`src/rtl/stopwatch_cu.sv`:
```
// -----------------------------------------------------------------------------
// stopwatch_cu
//   Control unit for the stopwatch datapath. Each raw push-button goes through
//   a 2-flop synchronizer, a debouncer and a rising-edge detector. A Moore FSM
//   turns the resulting press pulses into the datapath controls.
//
//   Configuration macro: STOPWATCH_LAP_EN
//     defined   : save/restore channels and lap pulse logic are built.
//     undefined : i_btn_save / i_btn_restore are ignored, o_save / o_restore
//                 are constant 0, and only two conditioning channels exist.
//
// Parameters
//   DEBOUNCE_CYCLES : stable cycles needed before a debounced level changes (>= 2)
//
// Ports
//   clk            in   system clock
//   rst            in   asynchronous active-high reset
//   i_btn_runstop  in   raw run/stop button
//   i_btn_clear    in   raw clear button
//   i_btn_save     in   raw lap-save button
//   i_btn_restore  in   raw lap-restore button
//   o_runstop      out  1 while running
//   o_clear        out  one-cycle clear pulse
//   o_save         out  one-cycle lap-save pulse
//   o_restore      out  one-cycle lap-restore pulse
//   o_state        out  FSM state (0 STOP, 1 RUN, 2 CLEAR)
// -----------------------------------------------------------------------------
module stopwatch_cu #(
  parameter int DEBOUNCE_CYCLES = 1_000_000
) (
  input  logic       clk,
  input  logic       rst,
  input  logic       i_btn_runstop,
  input  logic       i_btn_clear,
  input  logic       i_btn_save,
  input  logic       i_btn_restore,
  output logic       o_runstop,
  output logic       o_clear,
  output logic       o_save,
  output logic       o_restore,
  output logic [1:0] o_state
);

`ifdef STOPWATCH_LAP_EN
  localparam int NCH = 4;
`else
  localparam int NCH = 2;
`endif

  // The counter holds values up to DEBOUNCE_CYCLES. Together with the
  // synchronizer and edge detector this puts the debounced rise at edge
  // DEBOUNCE_CYCLES+2 after the raw input is first sampled high.
  localparam int              CW   = $clog2(DEBOUNCE_CYCLES + 1);
  localparam logic [CW-1:0]   TERM = CW'(DEBOUNCE_CYCLES);

  logic [NCH-1:0] w_btn;
  logic [NCH-1:0] w_press;

`ifdef STOPWATCH_LAP_EN
  assign w_btn = {i_btn_restore, i_btn_save, i_btn_clear, i_btn_runstop};
`else
  assign w_btn = {i_btn_clear, i_btn_runstop};
  // Lap buttons are deliberately left unconnected in this build.
  logic w_unused_lap;
  assign w_unused_lap = i_btn_save | i_btn_restore;
`endif

  // ---------------------------------------------------------------------------
  // Per-button conditioning channels
  // ---------------------------------------------------------------------------
  for (genvar gi = 0; gi < NCH; gi++) begin : g_ch
    logic          r_sync0;
    logic          r_sync1;
    logic          r_deb;
    logic          r_deb_prev;
    logic [CW-1:0] r_cnt;

    always_ff @(posedge clk or posedge rst) begin
      if (rst) begin
        r_sync0    <= 1'b0;
        r_sync1    <= 1'b0;
        r_deb      <= 1'b0;
        r_deb_prev <= 1'b0;
        r_cnt      <= '0;
      end else begin
        r_sync0    <= w_btn[gi];
        r_sync1    <= r_sync0;
        r_deb_prev <= r_deb;
        // Any sample that agrees with the debounced level restarts the count,
        // so a glitch has to persist for the full window to be accepted.
        if (r_sync1 == r_deb) begin
          r_cnt <= '0;
        end else if (r_cnt == TERM) begin
          r_deb <= r_sync1;
          r_cnt <= '0;
        end else begin
          r_cnt <= r_cnt + CW'(1);
        end
      end
    end

    // Rising edge of the debounced level only; releases give no pulse.
    assign w_press[gi] = r_deb & ~r_deb_prev;
  end

  logic w_p_rs;
  logic w_p_clr;
  assign w_p_rs  = w_press[0];
  assign w_p_clr = w_press[1];

`ifdef STOPWATCH_LAP_EN
  logic w_p_sv;
  logic w_p_rt;
  assign w_p_sv = w_press[2];
  assign w_p_rt = w_press[3];
`endif

  // ---------------------------------------------------------------------------
  // Control FSM with registered outputs
  // ---------------------------------------------------------------------------
  typedef enum logic [1:0] {
    ST_STOP  = 2'd0,
    ST_RUN   = 2'd1,
    ST_CLEAR = 2'd2
  } state_t;

  state_t r_state;
  logic   r_runstop;
  logic   r_clear;
`ifdef STOPWATCH_LAP_EN
  logic   r_save;
  logic   r_restore;
`endif

  always_ff @(posedge clk or posedge rst) begin
    if (rst) begin
      r_state   <= ST_STOP;
      r_runstop <= 1'b0;
      r_clear   <= 1'b0;
`ifdef STOPWATCH_LAP_EN
      r_save    <= 1'b0;
      r_restore <= 1'b0;
`endif
    end else begin
      r_clear   <= 1'b0;
`ifdef STOPWATCH_LAP_EN
      r_save    <= 1'b0;
      r_restore <= 1'b0;
`endif
      case (r_state)
        ST_STOP: begin
          // Priority runstop > clear > save > restore; losers are dropped.
          if (w_p_rs) begin
            r_state   <= ST_RUN;
            r_runstop <= 1'b1;
          end else if (w_p_clr) begin
            r_state <= ST_CLEAR;
            r_clear <= 1'b1;
          end else begin
`ifdef STOPWATCH_LAP_EN
            r_save    <= w_p_sv;
            r_restore <= w_p_rt & ~w_p_sv;
`endif
          end
        end
        ST_RUN: begin
          // A save in RUN is honoured even if runstop stops the watch.
`ifdef STOPWATCH_LAP_EN
          r_save <= w_p_sv;
`endif
          if (w_p_rs) begin
            r_state   <= ST_STOP;
            r_runstop <= 1'b0;
          end
        end
        ST_CLEAR: begin
          r_state <= ST_STOP;
        end
        default: begin
          r_state   <= ST_STOP;
          r_runstop <= 1'b0;
        end
      endcase
    end
  end

  assign o_runstop = r_runstop;
  assign o_clear   = r_clear;
  assign o_state   = r_state;
`ifdef STOPWATCH_LAP_EN
  assign o_save    = r_save;
  assign o_restore = r_restore;
`else
  assign o_save    = 1'b0;
  assign o_restore = 1'b0;
`endif

endmodule
```
`config.mk`:
```
export PLATFORM = sky130hd
export DESIGN_NAME = stopwatch_cu
export DESIGN_NICKNAME = d
export VERILOG_FILES = /design/src/rtl/stopwatch_cu.sv
export SDC_FILE = /design/constraint.sdc
export NUM_CORES = 1
export LEC_CHECK = 0
export CAP_MARGIN = 40
export CORE_MARGIN = 4
export CORE_UTILIZATION = 35
export CTS_CLUSTER_DIAMETER = 30
export CTS_CLUSTER_SIZE = 14
export DETAILED_ROUTE_END_ITERATION = 8
export GPL_TIMING_DRIVEN = 0
export PLACE_DENSITY = 0.48
export SYNTH_ARGS = -nofsm -noshare
export SYNTH_HDL_FRONTEND = slang
export SYNTH_SLANG_ARGS = --single-unit
```
`constraint.sdc`:
```
create_clock -name clk -period 2.11 [get_ports clk]
set_input_delay 0.422 -clock clk [delete_from_list [all_inputs] [get_ports clk]]
set_output_delay 0.422 -clock clk [all_outputs]
set_load 0.01 [all_outputs]
```
==> summary.md <==
• GRT overflow: 0
• mapped cell area: 0.002526 sq mm
• Detailed Route WL: 5.076 mm
• clk_skew: 0.01039 ns
• clock tree buffer depth: 2
• adder-cell share of the synthesized area: 0.01981
• detail-routed net length per standard cell: 14.02 um
• area overhead of the layout relative to synthesis: 12.73%
• worst hold slack: 0.3564 ns
• initial antenna violation count: 0
• post-synth top area cell: dfrtp_1
• Post-Synth XOR/XNOR Area: 0.09014
• Post-CTS Resized: 0
• shortest period the worst path allows: 1.919 ns
• number of vias in the routed layout: 1845
• GRT Util Overall: 0.1288
• Final setup violation count: 0
• cell with the most instances after synthesis: dfrtp_1
• leading post-synthesis cells by cell area: dfrtp_1, xor2_1, nor2_1, xnor2_1, nand3_1
• mux share of post-synthesis cell area: 0.008915
• category of the critical setup timing path: reg -> reg
• Setup Total Neg Slack: 0 ns
• Worst setup EP type: register
• global-route wire length before repair: 8.687 mm
• fraction of the yosys area taken by sequential cells: 0.5151
• clock insertion delay at the later pin of the skew report: 0.31 ns
• final cell count without fillers: 362
• total CTS buffers: 5
• reg2reg path depth: 6
• clock sinks: 52
• count of input and output buffers: 7
• final net count: 275
• final core utilization: 0.4123
• initial cell density of the core: 0.3658
• area post-placement: 0.002740 sq mm
• ratio of total power to cell area: 627.1 mW/mm^2
• via count of the first global-routing pass: 1765
• Slew Viols, Final: 0
• number of buffers inserted by hold repair at cts: 0
• number of cell rows: 30
• Cells after DPL: 354
• core footprint: 0.006907 sq mm
• gpl congestion: 0.7459
• number of library cell types mapped by synthesis: 42
• power consumption: 1.786 mW
• largest family of logic cells by synthesized area: simple AND/OR/NAND/NOR gates
• Detailed Place HPWL: 3.568 mm
• Hold Path End: g_ch[0].r_sync1
• Max-slew headroom: 0.5926
• # Max-Cap Violations: 0
• internal reg-to-reg setup slack: 0.19 ns
• final instance area: 0.002848 sq mm
• top_reg_cell synth: dfrtp_1
• Worst Tran Pin Value: 0.6102 ns
• Post-CTS Repair Setup Buffers: 0
• unrepaired setup endpoints after global routing: false
• startpoint type of the worst setup path: register
• TritonCTS clock tree: yes
• overall die area: 0.008641 sq mm
• die span in y: 92.96 um
• worst hold start: g_ch[0].r_sync0
• CP arrival: 2.16 ns
• share of the clock period used by the worst path after layout: 0.9094
• io pins: 12
• clock root buffer master: clkbuf_8
• layout filler cell count: 705
• Post-Synth Simple-Gate Area: 0.2585
• highest attainable clock frequency: 0.5212 GHz
• count of antenna-violating nets left after detailed routing: 0
• largest fanout on the critical path: 7
• detailed-routing iteration count for the pre-antenna-repair pass: 5
• worst-case setup margin in the final layout: 0.1912 ns
• post-synthesis compound-gate area fraction: 0.06885
• end of the worst register-to-register path: g_ch[0].r_cnt[18]
• number of enable flip-flop cells after synthesis: 0
• share of cells above drive strength 1: 0.09774
• Avg Inst Size Synth: 10.15 sq um
• share of flip-flops with an asynchronous set or reset: 1.000
• number of warning messages in the yosys log: 0
• type of the most critical hold path: reg -> reg
• required time at the worst-slack endpoint: 2.35 ns
• share of Yosys cell area claimed by the top area cell type: 0.5151
• Vias per Instance: 5.097
• reported leakage power: 1.175 nW
• hold path cells: 0
• status: finished clean
• Reg clk slew, reported paths: 0.10 ns
• worst setup slack after placement: 0.2052 ns
• count of inserted antenna diode cells: 0
• reg2reg start: g_ch[0].r_cnt[0]
• count of H-tree levels built during CTS: 2
• violation count after the first detailed-route iteration: 71
• Syn Inst Count: 249
• pin count of the biggest net entering global routing: 28
• worst-case vdd ir drop: 0.2567 mV
• Residual DRC: 0
• most frequent cells after synthesis: dfrtp_1, nor2_1, nand3_1, xor2_1
• width of the chip: 92.96 um
• Final Hold Fails: 0
• flops & latches, synth: 52
critical path, stage by stage (launching register included):
cell and delay (ns):
dfrtp_1 0.39, ha_1 0.27, nand3_1 0.14, or2_1 0.22, clkbuf_1 0.19, or4_1 0.49
a21oi_1 0.15
per-layer routing:
layer	up-vias	routed length, um	global-route usage
met2	27	2115	0.1908
li1	901	-	-
met4	0	73	0.04396
met5	-	0	0
met3	7	144	0.02924
met1	910	2742	0.1846
state kept, by name, indices dropped and copies added (netlist names):
signal / flops
o_runstop: 1
o_clear: 1
o_state: 2
g_ch.r_sync1: 2
g_ch.r_sync0: 2
g_ch.r_deb: 2
g_ch.r_deb_prev: 2
g_ch.r_cnt: 40
cell type report:
| cell class | count | area [sq um] | area share |
|---|---|---|---|
| buffer | 10 | 52.55 | 0.01845 |
| clock buffer | 6 | 72.57 | 0.02548 |
| clock inverter | 2 | 35.03 | 0.01230 |
| inverter | 11 | 41.29 | 0.01450 |
| multi-input combinational | 177 | 1135 | 0.3985 |
| sequential | 52 | 1301 | 0.4569 |
| tap | 96 | 120.1 | 0.04218 |
| timing repair buffer | 8 | 90.09 | 0.03163 |
report_power, final:
| part | total [mW] | switching [mW] | internal (mW) |
|---|---|---|---|
| registers | 1.02 | 0.0126 | 1.01 |
| logic | 0.0811 | 0.0524 | 0.0287 |
| clock network | 0.683 | 0.331 | 0.353 |
| total | 1.79 | 0.396 | 1.39 |
placed cells by master, fill, tap and decap left out, types with 2 or more instances in the layout:
cell             Yosys  routed
nor3_1               3       3
a21oi_1             12      12
nor4_1               5       5
or3_2                2       2
clkbuf_1             4       5
xor2_1              14      14
conb_1               1       2
nand4b_1             2       2
nand3_1             16      16
or4_1                4       4
inv_1               11      10
xnor2_1             12      12
dfrtp_1             52      52
o31ai_1              5       5
and3_1               5       5
nor4bb_1             3       3
buf_4                3       3
clkbuf_8             0       5
nand4_1              6       6
buf_2                2       2
nor2_1              32      32
nand2_1             12      12
ha_1                 4       4
or3_1                6       6
o21ai_0             10      10
nor4b_1              2       2
mux2_2               2       2
clkdlybuf4s50_1      0       7
and4_1               3       3
or4b_2               2       2
kinds of logic (layout without fill, tap and decap cells):
kind of cell	after synthesis	in the layout
AND/OR/NAND/NOR	113	113
multiplexers	2	2
XOR/XNOR	26	26
flip-flops	52	52
adder cells (fa/ha/maj)	4	4
buffers and inverters	21	37
other	1	2
AO/OA/AOI/OAI	30	30
worst max path at each step:
stage	startpoint	to	cells after the start
after floorplan	g_ch[0].r_cnt[0]	g_ch[0].r_cnt[18]	6
after global placement	rst	g_ch[1].r_cnt[0]	2
after detailed placement	g_ch[0].r_cnt[0]	g_ch[0].r_cnt[18]	6
after CTS	g_ch[0].r_cnt[0]	g_ch[0].r_cnt[18]	6
after global routing	g_ch[1].r_cnt[0]	g_ch[1].r_cnt[7]	7
final	g_ch[0].r_cnt[0]	g_ch[0].r_cnt[18]	6
Power figures use the tool's default switching activity.
